**config.mk**
```make
export PLATFORM = sky130hd
export DESIGN_NAME = sid_bass_sequencer
export DESIGN_NICKNAME = d
export VERILOG_FILES = /design/src/rtl/sid_bass_sequencer.sv
export SDC_FILE = /design/constraint.sdc
export NUM_CORES = 1
export LEC_CHECK = 0
export CORE_ASPECT_RATIO = 0.5
export CORE_MARGIN = 2
export CORE_UTILIZATION = 60
export CTS_BUF_LIST = sky130_fd_sc_hd__clkbuf_16
export CTS_CLUSTER_SIZE = 28
export DETAILED_ROUTE_END_ITERATION = 10
export PLACE_DENSITY = 0.83
export SYNTH_ARGS = -nofsm -noshare
export SYNTH_HDL_FRONTEND = slang
export SYNTH_SLANG_ARGS = --single-unit
export TNS_END_PERCENT = 100
```
**constraint.sdc**
```tcl
create_clock -name clk -period 5 [get_ports clk]
set_input_delay 1.25 -clock clk [delete_from_list [all_inputs] [get_ports clk]]
set_output_delay 1.25 -clock clk [all_outputs]
set_load 0.02 [all_outputs]
```
**src/rtl/sid_bass_sequencer.sv**
```systemverilog
// Programmable step sequencer for the bass voice: plays a STEPS-slot pattern,
// stepping on prescaler ticks and driving the voice frequency and gate.
module sid_bass_sequencer #(
   parameter int STEPS     = 8,
   parameter int TICK_BITS = 8
) (
   input  logic                     clk,
   input  logic                     rst_n,
   input  logic [15:0]              prescaler,
   input  logic                     run,
   input  logic [$clog2(STEPS)-1:0] len_m1,
   input  logic [7:0]               step_len,
   input  logic [7:0]               gate_len,
   input  logic                     cfg_we,
   input  logic [$clog2(STEPS)-1:0] cfg_addr,
   input  logic [7:0]               cfg_data,
   output logic [6:0]               frequency,
   output logic                     gate,
   output logic [$clog2(STEPS)-1:0] step_idx,
   output logic                     step_strobe
);

   localparam int IDX_W = $clog2(STEPS);

   typedef enum logic [0:0] {
      IDLE = 1'b0,
      PLAY = 1'b1
   } state_t;

   state_t           state_r;
   logic [7:0]       slot_r [STEPS];
   logic [8:0]       tick_cnt_r;
   logic [6:0]       frequency_r;
   logic             gate_r;
   logic [IDX_W-1:0] step_idx_r;
   logic             step_strobe_r;

   logic             tick_s;
   logic [8:0]       eff_len_s;
   logic [8:0]       cnt_inc_s;
   logic [8:0]       gate_len_s;
   logic [IDX_W-1:0] next_idx_s;
   logic [IDX_W-1:0] load_idx_s;
   logic [7:0]       load_slot_s;
   logic             gate_load_s;
   logic             unused_prescaler_s;

   assign unused_prescaler_s = &{1'b0, prescaler};

   // Tick detect, step length decode and next-slot selection for a LOAD
   always_comb begin
      tick_s     = &prescaler[TICK_BITS-1:0];
      eff_len_s  = (step_len == 8'd0) ? 9'd256 : {1'b0, step_len};
      gate_len_s = {1'b0, gate_len};
      cnt_inc_s  = tick_cnt_r + 9'd1;
      if (step_idx_r >= len_m1) begin
         next_idx_s = {IDX_W{1'b0}};
      end else begin
         next_idx_s = step_idx_r + IDX_W'(1);
      end
      if (state_r == IDLE) begin
         load_idx_s = {IDX_W{1'b0}};
      end else begin
         load_idx_s = next_idx_s;
      end
      load_slot_s = slot_r[load_idx_s];
      gate_load_s = load_slot_s[7] & (gate_len != 8'd0);
   end

   // Pattern memory; a same-cycle LOAD sees the pre-write contents
   always_ff @(posedge clk or negedge rst_n) begin
      if (!rst_n) begin
         for (int i = 0; i < STEPS; i++) begin
            slot_r[i] <= 8'h00;
         end
      end else if (cfg_we) begin
         slot_r[cfg_addr] <= cfg_data;
      end
   end

   // Playback FSM; stop has priority over any tick or step boundary
   always_ff @(posedge clk or negedge rst_n) begin
      if (!rst_n) begin
         state_r       <= IDLE;
         tick_cnt_r    <= 9'd0;
         frequency_r   <= 7'd0;
         gate_r        <= 1'b0;
         step_idx_r    <= {IDX_W{1'b0}};
         step_strobe_r <= 1'b0;
      end else begin
         step_strobe_r <= 1'b0;
         case (state_r)
            IDLE: begin
               gate_r     <= 1'b0;
               step_idx_r <= {IDX_W{1'b0}};
               tick_cnt_r <= 9'd0;
               if (run) begin
                  state_r       <= PLAY;
                  step_idx_r    <= load_idx_s;
                  frequency_r   <= load_slot_s[6:0];
                  gate_r        <= gate_load_s;
                  step_strobe_r <= 1'b1;
               end
            end
            PLAY: begin
               if (!run) begin
                  state_r    <= IDLE;
                  gate_r     <= 1'b0;
                  step_idx_r <= {IDX_W{1'b0}};
                  tick_cnt_r <= 9'd0;
               end else if (tick_s) begin
                  if (cnt_inc_s == eff_len_s) begin
                     step_idx_r    <= load_idx_s;
                     frequency_r   <= load_slot_s[6:0];
                     gate_r        <= gate_load_s;
                     tick_cnt_r    <= 9'd0;
                     step_strobe_r <= 1'b1;
                  end else begin
                     tick_cnt_r <= cnt_inc_s;
                     // gate_len >= eff_len is a tie: gate carries into the next step
                     if ((cnt_inc_s == gate_len_s) && (gate_len_s < eff_len_s)) begin
                        gate_r <= 1'b0;
                     end
                  end
               end
            end
            default: begin
               state_r <= IDLE;
            end
         endcase
      end
   end

   assign frequency   = frequency_r;
   assign gate        = gate_r;
   assign step_idx    = step_idx_r;
   assign step_strobe = step_strobe_r;

endmodule

```
Word-level counts from Yosys, hierarchy flattened
Index checks and enable logic that the tools add are counted.
{ "op_classes": {"n_addsub": 2, "n_shift": 0, "n_eq_ne": 9, "n_lt_le_gt_ge": 5, "n_mul": 0, "mux": 34, "div": 0, "bitwise_logic": 4, "n_reduce_logical": 8} }
{ "ops": {"columns": ["cell", "count"], "rows": [
  ["$bwmux W64", 1],
  ["$mux W9", 4],
  ["$mux W7", 4],
  ["$bmux W8 S3", 1],
  ["$demux W8 S3", 1],
  ["$mux W8", 3],
  ["$mux W3", 6],
  ["$pmux W9 S2", 1],
  ["$pmux W7 S2", 1],
  ["$add A9 B1 Y9 const B", 1],
  ["$eq A9 B8 Y1", 1],
  ["$eq A9 B9 Y1", 1],
  ["$lt A8 B9 Y1", 1],
  ["$mux W1", 9],
  ["$ge A4 B4 Y1 const B", 2],
  ["$logic_not A8 Y1", 1],
  ["$not A3 Y4", 2],
  ["$reduce_and A8 Y1", 1],
  ["$reduce_bool A8 Y1", 1],
  ["$ne A3 B2 Y1 const B", 2],
  ["$pmux W3 S2", 1],
  ["$lt A4 B1 Y1 const B", 1],
  ["$ne A2 B1 Y1 const B", 2],
  ["$ne A2 B2 Y1 const B", 2],
  ["other kinds (9)", 12]
]} }
{ "word_totals": {"latchBits": 0, "n_memories": 0, "wordCells": 76, "in_bits": 50, "out_inout_bits": 12, "romBits": 0, "ramBits": 0, "ff_bits": 86} }

Depth between registers and ports, before layout
{ "logic_depth": {"depth_word": 12, "mapped_depth": 12, "mapped_depth_nobuf": 9} }

Worst setup path before layout
Ideal clock, no wire load.
{ "synth_timing": {"path_type": "input port to flip-flop", "start": "input port step_len[4]", "end": "register gate_r, in the netlist gate", "setup_time_ns": 0.128, "path_stages": 8, "required_ns": 4.872, "arrival_time_ns": 3.177, "path_slack_ns": 1.695, "path_cell_list": "or4_1 > nor2_1 > xnor3_1 > o211ai_1 > or4_4 > buf_6 > o2111ai_2 > mux2_1"} }
{ "synth_via": {"elab_chain_len": 7} }
{ "synth_lines": {"columns": ["item", "line_no", "rtl"], "rows": [
  ["start: declaration", "12", "input logic [7:0] step_len,"],
  ["$logic_not A8 Y1", "53", "eff_len_s = (step_len == 8'd0) ? 9'd256 : {1'b0, step_len};"],
  ["$mux W9 (*)", "53", null],
  ["parallel branches: the longest is 5 deep, another holds $lt A8 B9 Y1", null, null],
  ["end signal: assignment", "101", "gate_r <= gate_load_s;"],
  ["end signal: assignment", "115", "gate_r <= gate_load_s;"],
  ["end: declaration", "34", "logic gate_r;"]
]} }
Mark *: on every way between the ends. The select of a mux whose other input is x is not followed.
A chain may end at the register's enable or synchronous reset.

Worst setup path after layout
{ "layout_timing": {"start": "input port len_m1[2]", "end": "register gate_r, in the netlist gate"} }
{ "layout_via": {"elab_chain_len": 12} }
{ "layout_lines": {"columns": ["item", "line_no", "rtl"], "rows": [
  ["start: declaration", "11", "input logic [$clog2(STEPS)-1:0] len_m1,"],
  ["$ge A3 B3 Y1 (*)", "56", "if (step_idx_r >= len_m1) begin"],
  ["$mux W3 (*)", "56", null],
  ["$mux W3 (*)", "61", "if (state_r == IDLE) begin"],
  ["$not A3 Y4 (implied by the code) (*)", "66", "load_slot_s = slot_r[load_idx_s];"],
  ["$bmux W8 S3 (*)", "66", null],
  ["$mux W8 (implied by the code) (*) (2 in series)", "66", null],
  ["$and A1 B1 Y1 (*)", "67", "gate_load_s = load_slot_s[7] & (gate_len != 8'd0);"],
  ["$mux W1", "112", "if (cnt_inc_s == eff_len_s) begin"],
  ["$mux W1", "111", "end else if (tick_s) begin"],
  ["$mux W1", "106", "if (!run) begin"],
  ["$pmux W1 S2 (*)", "92", "case (state_r)"]
]} }
Every way passes the cells marked *; elsewhere a longest branch is shown, timed or not. The select of a mux whose other input is x is not followed.

==> flow_summary.rst <==
.. list-table::
   :header-rows: 1

   * - Metric
     - Value
   * - Arrival time worst endpoint
     - 4.04 ns
   * - Combinational family with the most area after synthesis
     - multiplexers
   * - Worst hold path cell count
     - 1
   * - Average footprint of a synthesized cell
     - 10.8 sq um
   * - Fraction of the yosys area taken by sequential cells
     - 0.437
   * - Total area of sequential cells
     - 0.00215 sq mm
   * - Die area
     - 0.00899 sq mm
   * - Later-pin clock latency in the skew report
     - 0.35 ns
   * - Routed wirelength normalized by instance count
     - 18.9 microns
   * - Netlist Area Pre-Place
     - 0.00492 sq mm
   * - Required time of the critical path
     - 5.23 ns
   * - Count of different cell masters after synthesis
     - 56
   * - Crit path kind
     - in -> reg
   * - Hold Vio Cnt, Final
     - 0
   * - First-iteration detailed-routing DRC count
     - 279
   * - Initial antenna violation count
     - 0
   * - Final weighted congestion in routability-driven placement
     - 0.941
   * - Count of placed standard cells including taps
     - 604
   * - Drt via density
     - 6.02
   * - Boundary pin count
     - 62
   * - Synth Register Bits
     - 86
   * - Measured slew at the worst slew-check pin
     - 0.948 ns
   * - Detailed placement HPWL
     - 7610 microns
   * - Pin count of the biggest net entering global routing
     - 46
   * - Global-route congestion overflow total
     - 0
   * - Final TNS setup
     - 0 ns
   * - Crit path launch type
     - primary input
   * - Power density of the placed cells
     - 349 mW/mm^2
   * - Adder and majority gate portion of the synthesized area
     - 0.0305
   * - Dominant register cell in the synthesized netlist
     - sky130_fd_sc_hd__dfrtp_1
   * - Total DRC errors in the routed layout
     - 0
   * - Resize count post-CTS
     - 0
   * - Hold buffer count at CTS
     - 0
   * - Non-filler cells, final
     - 620
   * - Hold crit path type
     - reg -> reg
   * - TritonCTS Buffers
     - 9
   * - F_max
     - 263 MHz
   * - Diode count
     - 0
   * - Maximum capacitance violations
     - 0
   * - Simple-gate share of the synthesized area
     - 0.142
   * - Setup-violating endpoint count in the final report
     - 0
   * - Most used cells in the layout excluding fill and tap cells
     - sky130_fd_sc_hd__dfrtp_1 (86), sky130_fd_sc_hd__mux2_2 (64), sky130_fd_sc_hd__clkdlybuf4s50_1 (52)
   * - Maximum clock insertion buffer count
     - 2
   * - Compound-gate portion of the synthesized area
     - 0.112
   * - First-pass GRT wire length
     - 19100 microns
   * - Cell at the root of the clock tree
     - sky130_fd_sc_hd__clkbuf_16
   * - Fillcell total
     - 535
   * - Final min period
     - 3.81 ns
   * - Number of levels in the clock H-tree
     - 3
   * - Width of the chip
     - 132 microns
   * - Crit. End Element
     - flip-flop
   * - Iteration count of the initial detailed-routing pass
     - 4
   * - Overall die height
     - 68.1 microns
   * - Vias
     - 3734
   * - Run status
     - finished, final reports clean
   * - Floorplan Core Area
     - 0.00797 sq mm
   * - Layout cell share with drive strength beyond 1
     - 0.207
   * - Number of synthesized flops with an enable pin
     - 0
   * - Num rows
     - 23
   * - Sink count of the clock tree
     - 86
   * - Cell count after synthesis
     - 455
   * - Nets
     - 565
   * - RSZ-0062 raised after global routing
     - false
   * - Max-slew headroom at the worst pin
     - 0.365
   * - Synthesized netlist net count
     - 517
   * - Antenna Nets Post-Route
     - 0
   * - Yosys synthesis warning count
     - 0
   * - Maximum fanout count along the critical path
     - 17
   * - Starting utilization of the core area
     - 0.618
   * - Maximum vdd drop
     - 0.000229 V
   * - Share of async-settable or async-resettable flops after synthesis
     - 1.00
   * - Count of buffers added by post-CTS timing repair for setup
     - 0
   * - Tot GR Track Use
     - 0.281
   * - Static Leak
     - 2.45 nW
   * - R2R depth
     - 9
   * - Synthesized-area fraction occupied by xor and xnor cells
     - 0.0455
   * - CTS tree
     - done
   * - Vias in the first global route
     - 3814
   * - Flop2flop setup slack
     - 1.67 ns
   * - PortBufs
     - 53
   * - Combined area of the multi-input logic cells
     - 0.00260 sq mm
   * - Most common cell after layout, fill and taps aside
     - sky130_fd_sc_hd__dfrtp_1
   * - Multiplexer share of the synthesized area
     - 0.195
   * - Setup skew after layout
     - 0.00564 ns
   * - Number of max-slew violations in the final report
     - 0
   * - Area added between synthesis and finish
     - 19.4%
   * - Reg clk slew, reported paths
     - 0.06 ns
   * - Part of the cycle the worst path needs
     - 0.762
   * - Final wirelength
     - 11700 microns
-- layer usage --
layer,track usage,up-vias,part of all wire
li1,-,1769,-
met3,0.0748,23,0.062
met5,0,-,0
met4,0.102,0,0.024
met2,0.502,104,0.49
met1,0.339,1838,0.42
-- where the power goes --
group / total [W] / internal (W) / switching, W
Sequential: 0.000910 / 0.000831 / 0.0000794
Combinational: 0.000403 / 0.000217 / 0.000186
Clock: 0.000742 / 0.000445 / 0.000297
-- layout make-up --
type / count / area share
Multi-Input combinational cell: 326 / 0.443
Sequential cell: 86 / 0.366
Timing Repair Buffer: 60 / 0.0987
Clock buffer: 9 / 0.0383
Tap cell: 112 / 0.0238
Clock inverter: 7 / 0.0179
Inverter: 20 / 0.0128
-- through the flow --
step                hold WS (ns)  area [sq um]  setup WS [ns]  power, W   util
floorplan                  0.479          4920           1.70   0.00115      -
global placement           0.486          5550          0.947   0.00129  0.696
detailed placement         0.493          5550          0.866   0.00131  0.696
CTS                        0.509          5880           1.21   0.00207  0.738
global route               0.522          5880           1.04   0.00214  0.738
finish                     0.506          5880           1.19   0.00206  0.738
-- registers in the layout, indices dropped and copies added (netlist names) --
signal	cells
slot_r	64
tick_cnt_r	9
gate	1
step_strobe	1
frequency	7
step_idx	3
state_r	1
-- cells in the mapped netlist, drive strengths merged, types with 3 or more instances --
cell type | number | area, sq um
nor3 | 8 | 40.0
a2bb2o | 3 | 60.1
nor2 | 18 | 67.6
nand3 | 27 | 135
dfrtp | 86 | 2150
nand4 | 7 | 43.8
or4 | 6 | 48.8
nand4b | 4 | 35.0
nor2b | 5 | 31.3
clkbuf | 11 | 41.3
a2111oi | 4 | 60.1
xor2 | 5 | 43.8
a31oi | 9 | 56.3
ha | 12 | 150
nand2b | 4 | 25.0
mux2 | 65 | 732
xnor2 | 12 | 113
nor3b | 5 | 37.5
a211oi | 5 | 37.5
nand2 | 46 | 175
a22oi | 3 | 22.5
inv | 20 | 75.1
o21ai | 11 | 55.1
a221oi | 8 | 70.1
a21oi | 10 | 50.1
xnor3 | 3 | 67.6
mux2i | 23 | 230
buf | 12 | 70.1
-- worst max-delay path: stages --
cell	delay (ns)
sky130_fd_sc_hd__clkdlybuf4s50_1	0.46
sky130_fd_sc_hd__inv_1	0.05
sky130_fd_sc_hd__ha_1	0.29
sky130_fd_sc_hd__and2_1	0.23
sky130_fd_sc_hd__a2111o_1	0.74
sky130_fd_sc_hd__a221oi_1	0.37
sky130_fd_sc_hd__a211oi_1	0.09
sky130_fd_sc_hd__a21oi_1	0.19
sky130_fd_sc_hd__a211oi_1	0.07
sky130_fd_sc_hd__mux2_1	0.30
-- kinds of logic (layout without fill, tap and decap cells) --
group / after synthesis / count (layout)
buffers and inverters: 43 / 96
xor gates and xnor gates: 20 / 20
muxes: 88 / 88
and+or+nand+nor: 139 / 139
AOI/OAI and AO/OA: 67 / 67
DFF: 86 / 86
adders and majority gates: 12 / 12
-- final timing paths --
| path | startpoint | to |
|---|---|---|
| max | len_m1[2] | gate |
| min | slot_r[19] | slot_r[19] |
| max reg2reg | step_idx[0] | gate |
| min reg2reg | slot_r[19] | slot_r[19] |
| max in group asynchronous | rst_n | slot_r[47] |
| min in group asynchronous | rst_n | slot_r[35] |
(Power assumes the default switching activity.)
